==> src/rtl/inst_seq_mem.sv <==
// inst_seq_mem
//   Instruction store with load/replay sequencing for one PE. A valid burst
//   is written to consecutive entries from address 0. When the burst ends,
//   the stored program is replayed from address 0. Replay is paced by
//   i_stall and can be repeated several times.
//
// Build option:
//   INST_MEM_LOOP_EN  defined   : i_loop_cnt sets the number of replay passes
//                                 (0 is treated as 1).
//                     undefined : i_loop_cnt is ignored and there is a single
//                                 replay pass.
//
// Parameters:
//   INST_WIDTH  instruction width
//   ADDR_WIDTH  address width; DEPTH = 2**ADDR_WIDTH entries
//
// Ports:
//   i_clk             clock, rising edge
//   i_rst             asynchronous active-high reset
//   i_valid           instruction load strobe (ignored during replay)
//   i_inst_in         instruction to load
//   i_stall           1 = do not issue a replay read this cycle
//   i_loop_cnt        replay pass count, sampled at the end of the load
//   o_inst_out        replayed instruction (registered; held while stalled)
//   o_inst_out_valid  o_inst_out carries a new instruction this cycle
//   o_prog_len        length of the last loaded program
//   o_busy            loading or replaying
//   o_done            pulse that coincides with the final replayed instruction
//   o_overflow        sticky; more than DEPTH instructions were offered in a burst
module inst_seq_mem #(
    parameter int unsigned INST_WIDTH = 64,
    parameter int unsigned ADDR_WIDTH = 4
) (
    input  logic                  i_clk,
    input  logic                  i_rst,
    input  logic                  i_valid,
    input  logic [INST_WIDTH-1:0] i_inst_in,
    input  logic                  i_stall,
    input  logic [7:0]            i_loop_cnt,
    output logic [INST_WIDTH-1:0] o_inst_out,
    output logic                  o_inst_out_valid,
    output logic [ADDR_WIDTH:0]   o_prog_len,
    output logic                  o_busy,
    output logic                  o_done,
    output logic                  o_overflow
);

    localparam int unsigned DEPTH = 2 ** ADDR_WIDTH;

    typedef enum logic [1:0] {
        S_IDLE,
        S_LOAD,
        S_RUN
    } state_t;

    state_t                r_state,    w_state_nxt;
    logic [ADDR_WIDTH:0]   r_wr_ptr,   w_wr_ptr_nxt;
    logic [ADDR_WIDTH:0]   r_prog_len, w_prog_len_nxt;
    logic [ADDR_WIDTH-1:0] r_pc,       w_pc_nxt;
    logic [7:0]            r_pass,     w_pass_nxt;
    logic                  r_overflow, w_overflow_nxt;

    logic                  w_we;
    logic [ADDR_WIDTH-1:0] w_waddr;
    logic                  w_re;
    logic                  w_last_addr;
    logic                  w_last_pass;
    logic [7:0]            w_pass_init;

    logic [INST_WIDTH-1:0] r_mem [DEPTH];
    logic [INST_WIDTH-1:0] r_inst_out;
    logic                  r_inst_out_valid;
    logic                  r_done;

`ifdef INST_MEM_LOOP_EN
    assign w_pass_init = (i_loop_cnt == 8'd0) ? 8'd1 : i_loop_cnt;
`else
    logic w_loop_cnt_unused;
    assign w_loop_cnt_unused = ^i_loop_cnt;
    assign w_pass_init       = 8'd1;
`endif

    // o_prog_len is at least 1 in RUN, so the subtraction cannot wrap there.
    assign w_last_addr = ({1'b0, r_pc} == (r_prog_len - {{ADDR_WIDTH{1'b0}}, 1'b1}));
    assign w_last_pass = (r_pass == 8'd1);

    // Next-state and datapath control
    always_comb begin
        w_state_nxt    = r_state;
        w_wr_ptr_nxt   = r_wr_ptr;
        w_prog_len_nxt = r_prog_len;
        w_pc_nxt       = r_pc;
        w_pass_nxt     = r_pass;
        w_overflow_nxt = r_overflow;
        w_we           = 1'b0;
        w_waddr        = r_wr_ptr[ADDR_WIDTH-1:0];
        w_re           = 1'b0;

        unique case (r_state)
            S_IDLE: begin
                if (i_valid) begin
                    w_we           = 1'b1;
                    w_waddr        = '0;
                    w_wr_ptr_nxt   = {{ADDR_WIDTH{1'b0}}, 1'b1};
                    w_overflow_nxt = 1'b0;
                    w_state_nxt    = S_LOAD;
                end
            end
            S_LOAD: begin
                if (i_valid) begin
                    // The MSB of the write pointer is set only once DEPTH entries are stored.
                    if (!r_wr_ptr[ADDR_WIDTH]) begin
                        w_we         = 1'b1;
                        w_wr_ptr_nxt = r_wr_ptr + 1'b1;
                    end else begin
                        w_overflow_nxt = 1'b1;
                    end
                end else begin
                    w_prog_len_nxt = r_wr_ptr;
                    w_pass_nxt     = w_pass_init;
                    w_pc_nxt       = '0;
                    w_state_nxt    = S_RUN;
                end
            end
            S_RUN: begin
                if (!i_stall) begin
                    w_re = 1'b1;
                    if (w_last_addr) begin
                        w_pc_nxt   = '0;
                        w_pass_nxt = r_pass - 8'd1;
                        if (w_last_pass) begin
                            w_state_nxt = S_IDLE;
                        end
                    end else begin
                        w_pc_nxt = r_pc + 1'b1;
                    end
                end
            end
            default: begin
                w_state_nxt = S_IDLE;
            end
        endcase
    end

    // State and output registers
    always_ff @(posedge i_clk or posedge i_rst) begin
        if (i_rst) begin
            r_state          <= S_IDLE;
            r_wr_ptr         <= '0;
            r_prog_len       <= '0;
            r_pc             <= '0;
            r_pass           <= '0;
            r_overflow       <= 1'b0;
            r_inst_out       <= '0;
            r_inst_out_valid <= 1'b0;
            r_done           <= 1'b0;
        end else begin
            r_state          <= w_state_nxt;
            r_wr_ptr         <= w_wr_ptr_nxt;
            r_prog_len       <= w_prog_len_nxt;
            r_pc             <= w_pc_nxt;
            r_pass           <= w_pass_nxt;
            r_overflow       <= w_overflow_nxt;
            r_inst_out_valid <= w_re;
            r_done           <= w_re && w_last_addr && w_last_pass;
            if (w_re) begin
                r_inst_out <= r_mem[r_pc];
            end
        end
    end

    // Storage is never cleared. The write is gated by reset so that a valid
    // that is high while reset is held cannot write an entry.
    always_ff @(posedge i_clk) begin
        if (w_we && !i_rst) begin
            r_mem[w_waddr] <= i_inst_in;
        end
    end

    assign o_inst_out       = r_inst_out;
    assign o_inst_out_valid = r_inst_out_valid;
    assign o_prog_len       = r_prog_len;
    assign o_busy           = (r_state != S_IDLE);
    assign o_done           = r_done;
    assign o_overflow       = r_overflow;

endmodule

==> config.mk <==
export PLATFORM = sky130hd
export DESIGN_NAME = inst_seq_mem
export DESIGN_NICKNAME = d
export VERILOG_FILES = /design/src/rtl/inst_seq_mem.sv
export SDC_FILE = /design/constraint.sdc
export NUM_CORES = 1
export LEC_CHECK = 0
export ABC_CLOCK_PERIOD_IN_PS = 10900
export BUFFER_PORTS_ARGS = -buffer_cell sky130_fd_sc_hd__buf_2
export CAP_MARGIN = 15
export CORE_ASPECT_RATIO = 1.1
export CORE_MARGIN = 2
export CORE_UTILIZATION = 66
export DETAILED_ROUTE_END_ITERATION = 10
export PLACE_DENSITY = 0.84
export SYNTH_ARGS = -nofsm -noshare
export SYNTH_HDL_FRONTEND = slang
export SYNTH_SLANG_ARGS = --single-unit
export TNS_END_PERCENT = 1
==> constraint.sdc <==
create_clock -name i_clk -period 10.9 [get_ports i_clk]
set_input_delay 1.635 -clock i_clk [delete_from_list [all_inputs] [get_ports i_clk]]
set_output_delay 1.635 -clock i_clk [all_outputs]
set_load 0.02 [all_outputs]
==> impl_metrics.yaml <==
routing:
  drc_errors: 0
  vias: 22158
  drtAntennaViolNets: 0
  dr.first_iter.drc_count: 3531
  dr.pass1.iters: 6
  drt-total-wl_mm: 109
  wl_per_cell_um: 36.3
  viasPerCell: 7.40
logic_synthesis:
  syn-num-nets: 1962
  ys_seq_area_share_pct: 77.8
  synth-xor-area-share_pct: 0.103
  synth-compound-area-share_pct: 2.03
  synth.area.mux_share_pct: 16.9
  ys_warn_count: 0
  synth-simple-area-share_pct: 1.73
  async_reset_ff_share_pct: 8.16
  synth_edf_count: 1024
  syn-cell-area_sq_um: 42400
  netlist_instances: 1881
  synth_top_family_by_area: "multiplexers"
  synth-main-ff-cell: "edfxtp_1"
  synth_cell_type_count: 44
  syn_avg_cell_area_sq_um: 22.6
  synth-seq-cells: 1115
  synth-adder-area-share_pct: 0.147
min_path:
  min_path_cells: 1
  hp-class: "reg -> reg"
  hp-start: "o_inst_out[48]$_DFFE_PP0P_"
  hold_end: "o_inst_out[48]$_DFFE_PP0P_"
clock_tree:
  cts_resized: 0
  numCtsBuffers: 100
  cts-root-buf: "clkbuf_16"
  cts_tree: "yes"
  hold_buffers: 0
  post_cts_buffers: 0
  cts.sinks: 1115
  htree_levels: 3
  clkLatencyLatePin_ps: 680
  clk_path_buf_depth: 3
  path_clk_slew_ps: 60
power_and_ir_drop:
  max-vdd-ir-drop_mv: 0.185
  powerDensity_nw_per_um2: 229
  leakagePower_nw: 15.2
setup_path:
  reg2reg_slack_ps: 6910
  endpoint_kind: "flip-flop"
  cp_max_fo: 47
  r2r-end: "r_mem[12][11]$_DFFE_PP_"
  critPathLaunchType: "input port"
  reg2reg_from: "r_state[1]$_DFFE_PP0P_"
  worstPathRequired_ps: 11190
  critical_path_arrival_ps: 4880
  path_class: "in -> reg"
  reg2reg_depth: 6
timing:
  fin_crit_sh_pct: 42.2
  hold_viol: 0
  worstMarginPinSlew_ps: 1180
  finClkSkew_ps: 28.6
  rsz0062_at_grt: "false"
  setup_viol: 0
  max_slew_margin_pct: 21.2
  finalMaxSlewViolations: 0
  fin_crit_ps: 4590
  layout_setup_ws_ps: 6310
  timing.fmax_mhz: 218
  fin_setup_tns_ps: 0
final_layout:
  final_cell_mix: "edfxtp_1, mux4_2, buf_2"
  final_nets: 2138
  area_growth_syn_to_layout_pct: 12.4
  final_common_cell: "edfxtp_1"
  layout-drive-gt1-share_pct: 31.9
  fillCellCount: 3094
grt:
  grt_pass1_vias: 22728
  grt_pass1_wl_mm: 157
  antenna_found_initial: 14
  track_usage_pct: 33.4
  grt_max_degree: 104
  overflow: 0
die:
  rows: 97
  die_w_um: 246
  die_h_um: 270
  start_util_pct: 66.7
  core_area_sq_um: 63600
  io_pins: 149
  die_area_sq_um: 66300
placement:
  hpwlAfterDp_mm: 46.2
  io_buffers: 140
  place_ws_ps: 5750
  place_congestion: 0.738
run:
  max_cap_violations: 0
run_status:
  status: "finished, final reports clean"
routing by layer:
layer | share of wire, % | vias up | routed length, um | GRT usage (%)
met3 | 11 | 356 | 12300 | 7.03
met2 | 50 | 2037 | 54800 | 53.6
met4 | 3.9 | 12 | 4290 | 15.2
li1 | - | 8289 | - | -
met5 | 0.060 | - | 65 | 0
met1 | 34 | 11464 | 37500 | 45.1
layout make-up:
cell class / instances / area, sq um / share of cell area, %
Clock buffer: 134 / 2770 / 5.81
Timing Repair Buffer: 178 / 1020 / 2.14
Inverter: 10 / 40.0 / 0.0839
Antenna cell: 10 / 25.0 / 0.0525
Sequential cell: 1115 / 33000 / 69.3
Multi-Input combinational cell: 652 / 9010 / 18.9
Tap cell: 841 / 1050 / 2.21
Clock inverter: 56 / 746 / 1.56
flip-flops by register name, summed over array words and instances, names as in the netlist:
name / count
o_done: 1
o_inst_out: 64
o_inst_out_valid: 1
o_overflow: 1
o_prog_len: 5
r_mem: 1024
r_pass: 8
r_pc: 4
r_state: 2
r_wr_ptr: 5
cells in the mapped netlist, types with 3 or more instances:
| cell | count | area, sq um |
|---|---|---|
| or4_1 | 6 | 45.0 |
| buf_2 | 28 | 140 |
| ha_1 | 5 | 62.6 |
| dfrtp_1 | 91 | 2280 |
| nor3b_1 | 5 | 37.5 |
| nor3_1 | 29 | 145 |
| buf_6 | 8 | 90.1 |
| a221o_1 | 64 | 641 |
| edfxtp_1 | 1024 | 30700 |
| o21ai_0 | 3 | 15.0 |
| nand3b_1 | 5 | 37.5 |
| mux2_2 | 67 | 754 |
| nand3_1 | 6 | 30.0 |
| o21ai_1 | 5 | 25.0 |
| o31ai_1 | 8 | 60.1 |
| nor2_1 | 67 | 251 |
| a21oi_1 | 12 | 60.1 |
| nand2_1 | 21 | 78.8 |
| inv_1 | 8 | 30.0 |
| mux2i_1 | 65 | 651 |
| mux4_2 | 256 | 5770 |
| clkbuf_1 | 65 | 244 |
| xnor2_1 | 3 | 26.3 |
where the power goes:
part           switching (mW)  internal [mW]
sequential              0.208           4.88
combinational            1.08          0.978
clock                    1.63           2.16
critical path, stage by stage:
cell	delay, ps
buf_2	110
inv_4	640
and2_1	330
nand3_1	340
nor2_4	780
buf_4	890
how the worst max path moves through the flow:
stage | startpoint | endpoint | slack, ps | depth (start not counted)
final | i_rst | r_mem[12][11]$_DFFE_PP_ | 6310 | 6
after CTS | i_rst | r_mem[10][3]$_DFFE_PP_ | 6380 | 6
after global placement | i_rst | r_mem[3][3]$_DFFE_PP_ | 5820 | 6
after detailed placement | i_rst | r_mem[11][62]$_DFFE_PP_ | 5750 | 6
after floorplan | i_rst | r_mem[14][0]$_DFFE_PP_ | 1500 | 4
after global routing | i_rst | r_mem[10][52]$_DFFE_PP_ | 6170 | 6
cells by family after synthesis:
| logic type | count (synthesis) |
|---|---|
| AO/OA/AOI/OAI | 99 |
| XOR/XNOR | 5 |
| AND/OR/NAND/NOR | 155 |
| adder cells (fa/ha/maj) | 5 |
| buffers and inverters | 114 |
| multiplexers | 388 |
| flip-flops | 1115 |
stage by stage:
stage / area [sq um] / util [%] / power [mW] / hold WS (ps) / std cells
after global placement: 44100 / 69.4 / 7.03 / 495 / 2795
after detailed placement: 44100 / 69.4 / 7.11 / 496 / 2795
after CTS: 47600 / 74.9 / 10.9 / 509 / 2985
after floorplan: 42400 / - / 6.61 / 512 / 1881
after global routing: 47700 / 75.0 / 11.2 / 526 / 2994
final: 47700 / 75.0 / 10.9 / 509 / 2996
(Power assumes the default switching activity.)
